## src/rtl/seq_mul_bip.sv

```systemverilog
// Iterative shift-add multiplier: WIDTH x WIDTH -> 2*WIDTH, signed or unsigned per
// operation, one partial product per clock, valid/ready handshakes on both sides.
module seq_mul_bip #(
   parameter int WIDTH     = 16,
   parameter bit SIGNED_EN = 1'b1
) (
   input  logic               clk,
   input  logic               rst,
   input  logic               in_valid,
   output logic               in_ready,
   input  logic [WIDTH-1:0]   a,
   input  logic [WIDTH-1:0]   b,
   input  logic               is_signed,
   output logic               out_valid,
   input  logic               out_ready,
   output logic [2*WIDTH-1:0] prod
);
   localparam int CW = $clog2(WIDTH);

   typedef enum logic [1:0] {S_IDLE, S_CALC, S_DONE} state_t;

   state_t               state_q, state_d;
   logic [CW-1:0]        cnt_q, cnt_d;
   logic [WIDTH-1:0]     mcand_q, mcand_d;
   logic [2*WIDTH-1:0]   mplier_q, mplier_d;
   logic [2*WIDTH-1:0]   acc_q, acc_d;
   logic                 neg_q, neg_d;
   logic [2*WIDTH-1:0]   prod_q, prod_d;
   logic                 out_valid_q, out_valid_d;

   logic                 signed_op;
   logic [WIDTH-1:0]     a_mag, b_mag;
   logic [2*WIDTH-1:0]   sum;

   // Two's-complement negation of -2^(WIDTH-1) yields 2^(WIDTH-1), which is the
   // correct magnitude when the result is read as unsigned.
   always_comb begin
      signed_op = SIGNED_EN && is_signed;
      a_mag     = (signed_op && a[WIDTH-1]) ? (~a + WIDTH'(1)) : a;
      b_mag     = (signed_op && b[WIDTH-1]) ? (~b + WIDTH'(1)) : b;
      sum       = acc_q + (mcand_q[0] ? mplier_q : '0);
   end

   always_comb begin
      state_d     = state_q;
      cnt_d       = cnt_q;
      mcand_d     = mcand_q;
      mplier_d    = mplier_q;
      acc_d       = acc_q;
      neg_d       = neg_q;
      prod_d      = prod_q;
      out_valid_d = out_valid_q;
      case (state_q)
         S_IDLE: begin
            if (in_valid) begin
               mcand_d  = a_mag;
               mplier_d = {{WIDTH{1'b0}}, b_mag};
               neg_d    = signed_op & (a[WIDTH-1] ^ b[WIDTH-1]);
               acc_d    = '0;
               cnt_d    = '0;
               state_d  = S_CALC;
            end
         end
         S_CALC: begin
            // Multiplier shifts left one place per step, so it is always aligned
            // with the multiplicand bit currently at mcand_q[0].
            acc_d    = sum;
            mcand_d  = mcand_q >> 1;
            mplier_d = mplier_q << 1;
            cnt_d    = cnt_q + 1'b1;
            if (cnt_q == CW'(WIDTH - 1)) begin
               prod_d      = neg_q ? -sum : sum;
               out_valid_d = 1'b1;
               cnt_d       = '0;
               state_d     = S_DONE;
            end
         end
         S_DONE: begin
            if (out_ready) begin
               out_valid_d = 1'b0;
               state_d     = S_IDLE;
            end
         end
         default: state_d = S_IDLE;
      endcase
   end

   always_ff @(posedge clk or posedge rst) begin
      if (rst) begin
         state_q     <= S_IDLE;
         cnt_q       <= '0;
         mcand_q     <= '0;
         mplier_q    <= '0;
         acc_q       <= '0;
         neg_q       <= 1'b0;
         prod_q      <= '0;
         out_valid_q <= 1'b0;
      end else begin
         state_q     <= state_d;
         cnt_q       <= cnt_d;
         mcand_q     <= mcand_d;
         mplier_q    <= mplier_d;
         acc_q       <= acc_d;
         neg_q       <= neg_d;
         prod_q      <= prod_d;
         out_valid_q <= out_valid_d;
      end
   end

   assign in_ready  = (state_q == S_IDLE);
   assign out_valid = out_valid_q;
   assign prod      = prod_q;
endmodule
```

## config.mk

```make
export PLATFORM = sky130hd
export DESIGN_NAME = seq_mul_bip
export DESIGN_NICKNAME = d
export VERILOG_FILES = /design/src/rtl/seq_mul_bip.sv
export SDC_FILE = /design/constraint.sdc
export NUM_CORES = 1
export LEC_CHECK = 0
export CAP_MARGIN = 20
export CORE_MARGIN = 2
export CORE_UTILIZATION = 52
export CTS_BUF_LIST = sky130_fd_sc_hd__clkbuf_8
export CTS_CLUSTER_DIAMETER = 30
export DETAILED_ROUTE_END_ITERATION = 6
export PLACE_DENSITY = 0.76
export REMOVE_ABC_BUFFERS = 1
export SLEW_MARGIN = 30
export SYNTH_ARGS = -nofsm -noshare
export SYNTH_HDL_FRONTEND = slang
export SYNTH_SLANG_ARGS = --single-unit
```

## constraint.sdc

```tcl
create_clock -name clk -period 9.2 [get_ports clk]
set_input_delay 1.84 -clock clk [delete_from_list [all_inputs] [get_ports clk]]
set_output_delay 1.84 -clock clk [all_outputs]
set_load 0.01 [all_outputs]
```

==> impl_results.md, run 1 <==
* Synth area leaders: dfrtp_1 39%, o21ai_0 7.4%, nand2_1 7.0%
* Inst Count DP at 1,104
* End of the critical path: prod[28]
* Status: finished, final reports clean
* Commonest non-fill, non-tap cells in the layout: 143 x nand2_1, 119 x dfrtp_1, 114 x o21ai_0
* RSZ-0062 raised after global routing: no
* Initial antenna violation count at 0
* Worst hold path depth at 2
* Grt ovf at 0
* Non-Filler Instances at about 1,100
* Htree depth at 4
* Initial Util at 53.14%
* Final hold violation count at 0
* Reg-to-Reg End: prod[28]
* Core area at between 10,000 and 15,000 µm²
* Maximum VDD drop at between 100 and 150 µV
* CP Max Fanout at 33
* Post-synth top flop: dfrtp_1
* Clk sinks at 120
* Worst-path clk slew at 0.08 ns
* Vias at 6,492
* Upper clock frequency limit at 201.7 MHz
* Hold Path Class: reg -> reg
* # diodes at 0
* Crit start category: register
* Total Neg Setup Slack at 0 ns
* Die Wd at 125.6 µm
* Pwr Density at 342.7 nW/µm²
* First-pass GRT wire length at approximately 29,000 µm
* R2r setup slk at about 4.2 ns
* Clk Latency, worst-skew pair at 0.46 ns
* Cell taking the most area after synthesis: dfrtp_1
* Area share of the largest cell type after synthesis at 39.03%
* Largest net degree at the start of global routing at between 60 and 70
* Filler cells at 1,265
* Detailed Place HPWL at 12,180 µm
* DIE AREA at 15,780 µm²
* Max incr delay on CP at 0.68 ns
* Clk pwr share at 16.6%
* DRT Pass-1 Iters at 4
* ANT nets after route at 0
* DRC at 0
* Final min period at 4.957 ns
* Post-Syn Area at 7694 µm²
* Slew headroom at 47.64%
* Commonest non-fill, non-tap cell in the layout: nand2_1
* Worst Setup SP: mcand_q[0]
* Setup violations, final at 0
* Total GRT Usage at 22.58%
* Worst setup EP type: register
* CP Data Arrival Time at 5.29 ns
* RR Startpoint: mcand_q[0]
* Pins over their slew limit at 0
* Share of layout cells above drive strength 1 at 5.987%
* Number of cell rows at 44
* Max-cap viol count at 0
* PostCTS Resize Cnt at 0
* Flops & latches, synth at 120
* Sw frac at 44.00%
* Synth warn at 0
* Die height at 125.6 µm
* Final Cycle Share at 53.88%
* Required @ worst endpoint at 9.54 ns
* Kind of critical path: reg -> reg
* Number of CTS-inserted buffers at 17
* Via/cell ratio at 5.715
* Reg power frac at between 30% and 40%
* Final core utilization at around three fifths
* Worst-margin pin slew at approximately 0.79 ns
* P_leak at roughly 3.9 nW
* Syn_area_per_cell at 8.645 µm²
* FF-to-FF path depth at 13
* Switching power at around 1.3 mW
* Combinational power share at 52.9%
* Pint at approximately 1.7 mW
* Initial drt markers at 463
* Place WS at 4.270 ns
* Unique masters post-synth at 61
* CTS hold repair buffers at 0
* EDFF count, synth at 0
* I/O pin cnt at 71
* Final Wtd Congestion at 0.9007
* Async SR Flop Fraction at 100.0%
* WL/cell at 14.91 µm
* Setup slack after layout at 4.243 ns
* Cell Chain, Critical Path: and2_1, ha_1, and3_1, nand4_1, a2111oi_0, nor3_1, xnor2_1, or3_4, or3_1, or4_1, o41ai_2, xor2_1, o21ai_1
* Clock buffer depth at 2
* Clock skew at 0.01041 ns
* Vias in the first global route at 6,117
* Gate count after technology mapping at 890
* CTS tree: done
* Clock root buffer: clkbuf_8
* Post-synthesis sequential area ratio at 39.03%
* WL final at ~17,000 µm
* Nets at 1,012
* P&R area growth vs syn at 16.10%
* Port bufs at 70
* Number of post-CTS setup repair buffers at 0
* Post-layout total power at 3.061 mW
* Critical-path top delay cell: dfrtp_1
-- power by group through the flow --
stage          Sequential, mW  Clock (mW)  Combinational, mW
3_5_place_dp            0.939           0               1.61
6_report                0.934       0.507               1.62
4_1_cts                 0.934       0.516               1.61
2_1_floorplan           0.916           0               1.16
5_1_grt                 0.974       0.537               1.82
3_3_place_gp            0.935           0               1.58
-- cell families after synthesis --
group	share of synthesized area [%]
mux	0.6830
simple gates	19.58
compound gates	22.43
fa+ha+maj	5.952
flops	39.03
xor+xnor	9.449
buf+inv	2.878
-- synth_stat cells (2+ instances only) --
master and count:
a2111oi_0 2, a211o_1 2, a211oi_1 5, a21o_1 15, a21oi_1 39, a221o_1 3, a221oi_1 3, a22o_1 12
a22oi_1 29, a311oi_1 2, a31o_2 2, a31oi_1 4, and2_1 34, and3_1 8, buf_1 6, buf_2 3
clkbuf_1 37, dfrtp_1 120, ha_1 35, inv_1 12, mux2_2 2, mux2i_1 3, nand2_1 143, nand2b_1 8
nand3_1 34, nand4_1 7, nor2_1 34, nor2b_1 6, nor3_1 15, nor3b_1 3, nor4_1 4, o211ai_1 3
o21a_1 2, o21ai_0 114, o21ai_1 7, o221ai_1 2, o22ai_1 2, o31ai_1 12, o41ai_2 3, or2_2 2
or3_1 10, xnor2_1 37, xor2_1 46
-- cell type report --
class,count,area (µm²),area share [%]
multi-input combinational,712,4482,50.18
sequential,120,3004,33.63
timing repair buffer,76,745.7,8.349
clock buffer,18,247.7,2.774
tap,184,230.2,2.577
clock inverter,14,175.2,1.961
inverter,12,47.55,0.5323
-- metal layers --
| metal | share of wire (%) | global-route usage (%) |
|---|---|---|
| met5 | 0 | 0 |
| met4 | 1.6 | 8.301 |
| met3 | 4.3 | 3.951 |
| met2 | 43 | 33.74 |
| met1 | 51 | 33.04 |
-- sequential cells by signal (all words and copies together) (netlist names) --
name       cells
neg_q          1
mplier_q      32
out_valid      1
acc_q         32
state_q        2
cnt_q          4
mcand_q       16
prod          32
-- worst max-delay path, delay by kind of cell, from the launching register on --
kind / cells / cell delay, ns
simple gates: 7 / 2.33
fa+ha+maj: 1 / 0.38
flops: 1 / 0.68
compound gates: 3 / 1.08
xor+xnor: 2 / 0.38
-- worst min path at each step --
| stage | from | slack, ns | to |
|---|---|---|---|
| CTS | prod[5] | 0.49 | prod[5] |
| detailed placement | prod[5] | 0.47 | prod[5] |
| floorplan | cnt_q[3] | 0.45 | cnt_q[3] |
| finish | prod[5] | 0.48 | prod[5] |
| global route | prod[7] | 0.51 | prod[7] |
| global placement | prod[15] | 0.46 | prod[15] |
-- through the flow --
stage | instance area, µm² | hold WS (ns)
global placement | 8506 | 0.4593
finish | 8932 | 0.4772
floorplan | 7517 | 0.4512
global route | 8932 | 0.5111
detailed placement | 8507 | 0.4697
CTS | 8930 | 0.4862
Note: power is estimated with default switching activity, not from simulation.
==> inputs of run 2 (changes only) <==
--- a/config.mk
+++ b/config.mk
@@ -11,7 +11,7 @@
 export CTS_BUF_LIST = sky130_fd_sc_hd__clkbuf_8
 export CTS_CLUSTER_DIAMETER = 30
 export DETAILED_ROUTE_END_ITERATION = 6
-export PLACE_DENSITY = 0.76
+export PLACE_DENSITY = 0.79
 export REMOVE_ABC_BUFFERS = 1
 export SLEW_MARGIN = 30
 export SYNTH_ARGS = -nofsm -noshare
==> constraint.sdc (replaced) <==
create_clock -name clk -period 4.2 [get_ports clk]
set_input_delay 0.84 -clock clk [delete_from_list [all_inputs] [get_ports clk]]
set_output_delay 0.84 -clock clk [all_outputs]
set_load 0.01 [all_outputs]
==> impl_results.md, run 2 (synthesized netlist as in run 1, its figures left out) <==
* FF-to-FF path depth at 15 (was 13)
* R2r setup slk at 0.08 ns (was 4.24 ns)
* Grt ovf at 0 (unchanged)
* Share of layout cells above drive strength 1 at 18.02% (was 5.987%)
* Crit start category: register (unchanged)
* Die Wd at 125.6 µm (unchanged)
* Clk Latency, worst-skew pair at 0.45 ns (was 0.46 ns)
* Initial drt markers at 505 (was 463)
* Critical-path top delay cell: or4_4 (was dfrtp_1)
* Clock root buffer: clkbuf_8 (unchanged)
* WL/cell at 15.45 µm (was 14.91 µm)
* Slew headroom at 48.26% (was 47.64%)
* Detailed Place HPWL at 13,520 µm (was 12,180 µm)
* Upper clock frequency limit at 242.9 MHz (was 201.7 MHz)
* Worst Hold Launch: prod[9] (was prod[5])
* Post-route cell area at 9942 µm² (was 8932 µm²)
* # diodes at 0 (unchanged)
* Worst Hold Path EP: prod[9] (was prod[5])
* Worst path top cell family by delay: simple AND/OR/NAND/NOR gates (unchanged)
* DRT Pass-1 Iters at 5 (was 4)
* Required @ worst endpoint at 4.57 ns (was 9.54 ns)
* Htree depth at 4 (unchanged)
* Max incr delay on CP at 0.58 ns (was 0.68 ns)
* ANT nets after route at 0 (unchanged)
* DRC at 0 (unchanged)
* Initial Util at 53.14% (unchanged)
* Final hold violation count at 0 (unchanged)
* Clock buffer depth at 2 (unchanged)
* Initial antenna violation count at 0 (unchanged)
* CTS tree: done (unchanged)
* Commonest non-fill, non-tap cells in the layout: 143 x nand2_1, 118 x dfrtp_1, 113 x o21ai_0 (was 143 x nand2_1, 119 x dfrtp_1, 114 x o21ai_0)
* Largest net degree at the start of global routing at 61 (was 62)
* First-pass GRT wire length at 31,520 µm (was 29,400 µm)
* CP Max Fanout at 7 (was 33)
* Final min period at 4.117 ns (was 4.957 ns)
* Placed cell area at 9072 µm² (was 8507 µm²)
* Vias at 6,928 (was 6,492)
* Maximum VDD drop at 343.1 µV (was 140.3 µV)
* Total Neg Setup Slack at 0 ns (unchanged)
* WL final at 18,880 µm (was 16,940 µm)
* Setup violations, final at 0 (unchanged)
* Final Wtd Congestion at 0.9366 (was 0.9007)
* Pwr Density at 801.0 nW/µm² (was 342.7 nW/µm²)
* Setup slack after layout at 0.08322 ns (was 4.243 ns)
* Number of CTS-inserted buffers at 17 (unchanged)
* Hold WS at 0.4799 ns (was 0.4772 ns)
* Filler cells at 1,152 (was 1,265)
* CP Data Arrival Time at 4.48 ns (was 5.29 ns)
* Status: finished, final reports clean (unchanged)
* Worst-path clk slew at 0.08 ns (about the same)
* DIE AREA at 15,780 µm² (unchanged)
* Final Cycle Share at 98.02% (was 53.88%)
* Clk sinks at 120 (unchanged)
* Nets at 1,098 (was 1,012)
* CTS hold repair buffers at 0 (unchanged)
* I/O pin cnt at 71 (unchanged)
* Place WS at -0.1036 ns (was 4.270 ns)
* Port bufs at 70 (unchanged)
* Clock skew at 0.01699 ns (was 0.01041 ns)
* Cell Chain, Critical Path: and2_4, ha_4, fa_2, a21o_1, a221oi_4, o221a_2, buf_4, xnor2_2, or3_4, or3_4, or4_4, buf_4, nor4_2, nand2_1, o211ai_1 (was and2_1, ha_1, and3_1, nand4_1, a2111oi_0, nor3_1, xnor2_1, or3_4, or3_1, or4_1, o41ai_2, xor2_1, o21ai_1)
* RSZ-0062 raised after global routing: yes (was no)
* Commonest non-fill, non-tap cell in the layout: nand2_1 (unchanged)
* Worst hold path depth at 2 (unchanged)
* Number of cell rows at 44 (unchanged)
* WP buf/inv at 2 (was 0)
* Via/cell ratio at 5.669 (was 5.715)
* P_leak at 4.336 nW (was 3.879 nW)
* Worst setup EP type: register (unchanged)
* Reg-to-Reg End: prod[30] (was prod[28])
* Die height at 125.6 µm (unchanged)
* Hold Path Class: reg -> reg (unchanged)
* Total GRT Usage at 24.14% (was 22.58%)
* P&R area growth vs syn at 29.22% (was 16.10%)
* Kind of critical path: reg -> reg (unchanged)
* Core area at 14,480 µm² (unchanged)
* Final core utilization at 68.67% (was 61.69%)
* Worst-margin pin slew at 0.7761 ns (was 0.7854 ns)
* Pins over their slew limit at 0 (unchanged)
* Vias in the first global route at 6,662 (was 6,117)
* RR Startpoint: mcand_q[0] (unchanged)
* Max-cap viol count at 0 (unchanged)
==> run 2: worst max path at each step <==
stage / start / end / slack [ns] / cells past startpoint
2_1_floorplan: state_q[1] / mcand_q[0] / -0.57 / 3
3_3_place_gp: mcand_q[0] / prod[30] / -0.03 / 13
3_5_place_dp: mcand_q[0] / prod[30] / -0.10 / 13
4_1_cts: mcand_q[0] / prod[31] / 0.006 / 17
5_1_grt: mcand_q[0] / prod[30] / -0.05 / 15
6_report: mcand_q[0] / prod[30] / 0.08 / 15
==> run 2: layout make-up <==
| class | instances | area, µm² | area share (%) |
|---|---|---|---|
| multi-input combinational | 712 | 4812 | 48.40 |
| sequential | 120 | 3005 | 30.23 |
| timing repair buffer | 162 | 1423 | 14.31 |
| clock buffer | 18 | 247.7 | 2.492 |
| tap | 184 | 230.2 | 2.316 |
| clock inverter | 14 | 176.4 | 1.774 |
| inverter | 12 | 47.55 | 0.4782 |
==> run 2: worst register-to-register path, stage by stage (launching register included) <==
cell and delay, ns:
dfrtp_2 0.45, and2_4 0.16, ha_4 0.16, fa_2 0.38, a21o_1 0.22, a221oi_4 0.26, o221a_2 0.26, buf_4 0.12
xnor2_2 0.06, or3_4 0.37, or3_4 0.34, or4_4 0.58, buf_4 0.17, nor4_2 0.32, nand2_1 0.09, o211ai_1 0.10
==> run 2: power by group <==
part	internal (mW)	leakage, nW	switching, mW
Combinational	2.34	2.59	2.45
Sequential	1.66	1.54	0.398
Clock	0.605	0.203	0.508
Total	4.61	4.34	3.36
==> run 2: metal layers <==
metal,wire [µm],GRT usage (%),up-vias
met4,363,9.085,0
met2,8576,37.33,187
li1,-,-,3463
met5,0,0,-
met1,8966,33.82,3251
met3,971,4.800,27
==> run 2: metrics by stage <==
step	total power, mW	cells
6_report	7.963	1222
4_1_cts	7.483	1211
5_1_grt	8.572	1222
2_1_floorplan	4.537	844
3_5_place_dp	6.339	1179
3_3_place_gp	6.218	1179
==> run 2: timing repair <==
action | CTS | global route
pin swaps | 1 | 24
endpoints found under the setup margin | 5 | 14
gates cloned | 0 | 0
gates resized for setup | 3 | 60
hold endpoints to repair | 0 | 0
setup buffers | 0 | 11
